==> src/rtl/serial_addsub8_pkg.sv <==
// Shared ALU definitions for the bit-serial adder/subtractor: FSM encoding,
// default operand width and the counter-width helper.
package serial_addsub8_pkg;

    localparam int unsigned DefaultWidth = 8;

    typedef enum logic [1:0] {
        StIdle  = 2'd0,
        StShift = 2'd1,
        StDone  = 2'd2
    } alu_state_e;

    // Bits needed to count 0..w-1; never narrower than one bit.
    function automatic int unsigned cnt_width(input int unsigned w);
        return (w > 1) ? $clog2(w) : 1;
    endfunction

endpackage

==> src/rtl/add1b.sv <==
// One-bit full adder cell: the only arithmetic element of the serial datapath.
module add1b (
    input  logic ci,
    input  logic a,
    input  logic b,
    output logic r,
    output logic co
);

    logic w_p;

    assign w_p = a ^ b;
    assign r   = w_p ^ ci;
    assign co  = (a & b) | (ci & w_p);

endmodule

==> src/rtl/serial_addsub8.sv <==
// Bit-serial adder/subtractor: one bit per clock, LSB first, through a single
// full-adder cell. Results are published only on entry to the DONE state.
module serial_addsub8
    import serial_addsub8_pkg::*;
#(
    parameter int unsigned WIDTH = DefaultWidth
) (
    input  logic             clk,
    input  logic             rst,
    input  logic             start,
    input  logic             op,
    input  logic [WIDTH-1:0] a,
    input  logic [WIDTH-1:0] b,
    output logic             busy,
    output logic             done,
    output logic [WIDTH-1:0] r,
    output logic             co,
    output logic             ov,
    output logic             z
);

    localparam int unsigned CntW = cnt_width(WIDTH);
    localparam logic [CntW-1:0] LastCnt = CntW'(WIDTH - 1);

    alu_state_e r_state;
    alu_state_e w_state_next;

    logic [WIDTH-1:0] r_a;
    logic [WIDTH-1:0] r_b;
    logic [WIDTH-1:0] r_sum;
    logic [WIDTH-1:0] r_res;
    logic [CntW-1:0]  r_cnt;
    logic             r_carry;
    logic             r_co;
    logic             r_ov;
    logic             r_z;

    logic             w_load;
    logic             w_last;
    logic             w_bit;
    logic             w_cout;
    logic [WIDTH-1:0] w_sum_next;

    add1b u_add1b (
        .ci (r_carry),
        .a  (r_a[0]),
        .b  (r_b[0]),
        .r  (w_bit),
        .co (w_cout)
    );

    assign w_last     = (r_cnt == LastCnt);
    assign w_sum_next = {w_bit, r_sum[WIDTH-1:1]};

    always_ff @(posedge clk) begin
        if (rst) begin
            r_state <= StIdle;
        end else begin
            r_state <= w_state_next;
        end
    end

    always_comb begin
        w_state_next = r_state;
        w_load       = 1'b0;
        busy         = 1'b0;
        done         = 1'b0;
        unique case (r_state)
            StIdle: begin
                if (start) begin
                    w_load       = 1'b1;
                    w_state_next = StShift;
                end
            end
            StShift: begin
                busy = 1'b1;
                if (w_last) begin
                    w_state_next = StDone;
                end
            end
            StDone: begin
                done = 1'b1;
                // A start seen in DONE chains straight into the next operation.
                if (start) begin
                    w_load       = 1'b1;
                    w_state_next = StShift;
                end else begin
                    w_state_next = StIdle;
                end
            end
            default: begin
                w_state_next = StIdle;
            end
        endcase
    end

    always_ff @(posedge clk) begin
        if (rst) begin
            r_a     <= '0;
            r_b     <= '0;
            r_sum   <= '0;
            r_cnt   <= '0;
            r_carry <= 1'b0;
            r_res   <= '0;
            r_co    <= 1'b0;
            r_ov    <= 1'b0;
            r_z     <= 1'b0;
        end else if (w_load) begin
            // Subtract as a + ~b + 1: the inverted operand plus a preset carry.
            r_a     <= a;
            r_b     <= op ? ~b : b;
            r_carry <= op;
            r_cnt   <= '0;
        end else if (r_state == StShift) begin
            r_a     <= r_a >> 1;
            r_b     <= r_b >> 1;
            r_sum   <= w_sum_next;
            r_carry <= w_cout;
            r_cnt   <= r_cnt + 1'b1;
            if (w_last) begin
                // r_carry here is the carry into the MSB.
                r_res <= w_sum_next;
                r_co  <= w_cout;
                r_ov  <= r_carry ^ w_cout;
                r_z   <= ~|w_sum_next;
            end
        end
    end

    assign r  = r_res;
    assign co = r_co;
    assign ov = r_ov;
    assign z  = r_z;

endmodule

==> config.mk <==
export PLATFORM = sky130hd
export DESIGN_NAME = serial_addsub8
export DESIGN_NICKNAME = d
export VERILOG_FILES = /design/src/rtl/serial_addsub8_pkg.sv /design/src/rtl/add1b.sv /design/src/rtl/serial_addsub8.sv
export SDC_FILE = /design/constraint.sdc
export NUM_CORES = 1
export LEC_CHECK = 0
export ABC_AREA = 1
export CORE_UTILIZATION = 48
export CTS_CLUSTER_DIAMETER = 60
export CTS_CLUSTER_SIZE = 12
export DETAILED_ROUTE_END_ITERATION = 10
export GPL_ROUTABILITY_DRIVEN = 0
export GPL_TIMING_DRIVEN = 0
export PLACE_DENSITY = 0.74
export SYNTH_ARGS = -nofsm -noshare
export SYNTH_HDL_FRONTEND = slang
export SYNTH_SLANG_ARGS = --single-unit
==> constraint.sdc <==
create_clock -name clk -period 2.5 [get_ports clk]
set_clock_uncertainty 0.05 [all_clocks]
set_input_delay 0.5 -clock clk [delete_from_list [all_inputs] [get_ports clk]]
set_output_delay 0.5 -clock clk [all_outputs]
set_load 0.02 [all_outputs]
==> flow_metrics.tcl <==
set metrics [dict create \
    status "finished clean" \
    crit_chain "inv_2 -> nor2_8 -> buf_6 -> clkdlybuf4s50_1" \
    drive_above_1_share 0.0890 \
    syn_area_mm2 0.00181 \
    arrival_ns 1.74 \
    rsz0062_at_grt "no" \
    drt_iter0_markers 90 \
    start_util 0.521 \
    drc 0 \
    worst_slack_ns 0.213 \
    crit_path_top_delay_cell "clkdlybuf4s50_1" \
    drt-total-wl_mm 3.63 \
    wl_per_cell_um 10.7 \
    grt_pass1_wl_mm 6.75 \
    ioPinCount 33 \
    die_w_um 63.4 \
    setup_viol 0 \
    vias 1625 \
    cts_resized 0 \
    layout.nets 314 \
    antenna_found_initial 0 \
    synth_cells 252 \
    tightest_slew_ns 0.486 \
    cts_root_buf "clkbuf_8" \
    grt_overflow 0 \
    drv_slew 0 \
    place_hpwl_mm 2.60 \
    power_frac_seq 0.482 \
    synth_fp_nets 275 \
    synth.yosys.warnings 0 \
    grt_use_met1 0.304 \
    place_ws_ns 0.449 \
    holdBufCountCts 0 \
    htreeDepth 2 \
    p_int_uw 1070 \
    hold_path.class "reg2reg" \
    cp_top_family "buffers and inverters" \
    antennaDiodeCount 0 \
    cts_buffers 5 \
    utilization 0.664 \
    clkLatencyLatePin_ns 0.30 \
    power.share.clock 0.375 \
    cp_data_required_time_ns 1.95 \
    postCtsSetupBuffers 0 \
    slew_headroom 0.676 \
    cp-end-kind "primary output" \
    core_area_mm2 0.00347 \
    first_pass_iters 4 \
    grt_util_met3 0.0652 \
    final_common_cell "nand2_1" \
    cts_tree "built" \
    min_period_ns 2.29 \
    grt_pass1_vias 1496 \
    area_delta_synth_final_pct 27.3 \
    viasPerCell 4.81 \
    grt_usage 0.217 \
    leakage_uw 0.00105 \
    crit_path_max_fanout 10 \
    hold_viol_final 0 \
    synth_cell_types 27 \
    dieArea_mm2 0.00402 \
    peakVddDrop_mv 0.510 \
    period_share 0.915 \
    max_freq_mhz 437 \
    r2r_setup_slack_ns 1.11 \
    clkSlewWorstSetupHoldPaths_ns 0.08 \
    ys_seq_area_frac 0.443 \
    critPathKind "reg2out" \
    row_count 21 \
    maxCapViolations 0 \
    die_h_um 63.4 \
    p_comb_frac 0.143 \
    grt_max_degree 15 \
    p_per_area_mw_per_mm2 629 \
    busiest_layer "met1" \
    fillers 317 \
    max_stage_delay_ns 0.60 \
    portBuffers 32 \
    startpoint_type "flop" \
    syn_area_per_cell_um2 7.17 \
    global_route.usage.met2 0.298 \
    ys_seq_elements 40 \
    ant_nets 0 \
    finalSetupTns_ns 0 \
    swShare 0.263 \
    switchingPower_uw 381 \
    clockBufferDepth 2 \
    critPathBufInv 3 \
    layout_common_cells "76 x nand2_1, 39 x dfxtp_1, 32 x clkdlybuf4s50_1" \
    clock_sinks 40 \
]
-- power groups by stage --
stage	Combinational [uW]	Sequential [uW]	Clock (uW)
final	207	698	543
after global routing	239	703	589
after CTS	209	697	550
after detailed placement	208	712	0
after global placement	206	712	0
after floorplan	141	706	0
-- tightest hold or removal path, stage by stage (launching register included) --
cell,delay (ns)
dfxtp_1,0.32
nand2_1,0.06
a21oi_1,0.05
-- final cells by class --
class                           instances  area [um2]  area share
Clock inverter                          3        46.3      0.0201
Tap cell                               46        57.6      0.0250
Multi-Input combinational cell        177         832       0.361
Sequential cell                        40         802       0.348
Buffer                                 11        83.8      0.0364
Timing Repair Buffer                   32         320       0.139
Inverter                               24        91.3      0.0397
Clock buffer                            5        68.8      0.0299
-- through the flow --
stage / power [uW] / std cells / cell area, um2 / hold WS, ns
2_1_floorplan: 848 / 252 / 1810 / 0.389
3_5_place_dp: 920 / 330 / 2190 / 0.401
6_report: 1450 / 338 / 2300 / 0.415
4_1_cts: 1460 / 338 / 2300 / 0.414
5_1_grt: 1530 / 338 / 2300 / 0.430
3_3_place_gp: 917 / 330 / 2190 / 0.399
-- path summary, 6_finish.rpt --
path	to	cells past startpoint	from
worst max-delay path	busy	4	r_state[0]$_SDFFE_PP0P_
worst min-delay path	r_b[7]$_SDFFE_PP0P_	2	r_b[7]$_SDFFE_PP0P_
worst max register to register	r[2]$_SDFFE_PP0P_	7	r_cnt[0]$_SDFFE_PP0P_
worst min register to register	r_b[7]$_SDFFE_PP0P_	2	r_b[7]$_SDFFE_PP0P_
-- synth_stat cells --
master / count / share of area
nor2_8: 1 / 0.011
o21a_1: 1 / 0.0042
nand3_1: 19 / 0.053
inv_1: 21 / 0.044
xor2_1: 1 / 0.0048
clkinv_2: 1 / 0.0028
buf_4: 4 / 0.017
ha_1: 2 / 0.014
nand2_1: 76 / 0.16
a211oi_1: 1 / 0.0042
buf_2: 1 / 0.0028
clkbuf_1: 2 / 0.0042
inv_2: 2 / 0.0042
buf_8: 1 / 0.0083
o21ai_0: 17 / 0.047
o21ai_1: 1 / 0.0028
buf_6: 2 / 0.012
nand2_4: 3 / 0.019
xnor2_1: 1 / 0.0048
or2_2: 1 / 0.0035
nor3_1: 3 / 0.0083
nor2_1: 30 / 0.062
nor2_2: 1 / 0.0035
a21oi_1: 18 / 0.050
dfxtp_1: 40 / 0.44
buf_1: 1 / 0.0021
fa_1: 1 / 0.011
-- logic make-up (layout without fill, tap and decap cells) --
family,Yosys count,after routing,synth area share
AND/OR/NAND/NOR,134,134,0.318
flip-flops,40,40,0.443
AO/OA/AOI/OAI,38,38,0.108
buffers and inverters,35,75,0.0969
adder cells (fa/ha/maj),3,3,0.0249
XOR/XNOR,2,2,0.00969
-- routing by layer --
layer  wire, um  vias to the layer above
met5          0                        -
met4         58                        0
met3        184                        7
met2       1570                       37
met1       1810                      710
li1           -                      871
-- flip-flops by register name, summed over array words and instances, names as in the netlist --
register  flops
r             8
r_a           8
r_b           8
r_sum         7
r_cnt         3
r_state       2
co            1
ov            1
r_carry       1
z             1
Power figures use the tool's default switching activity.
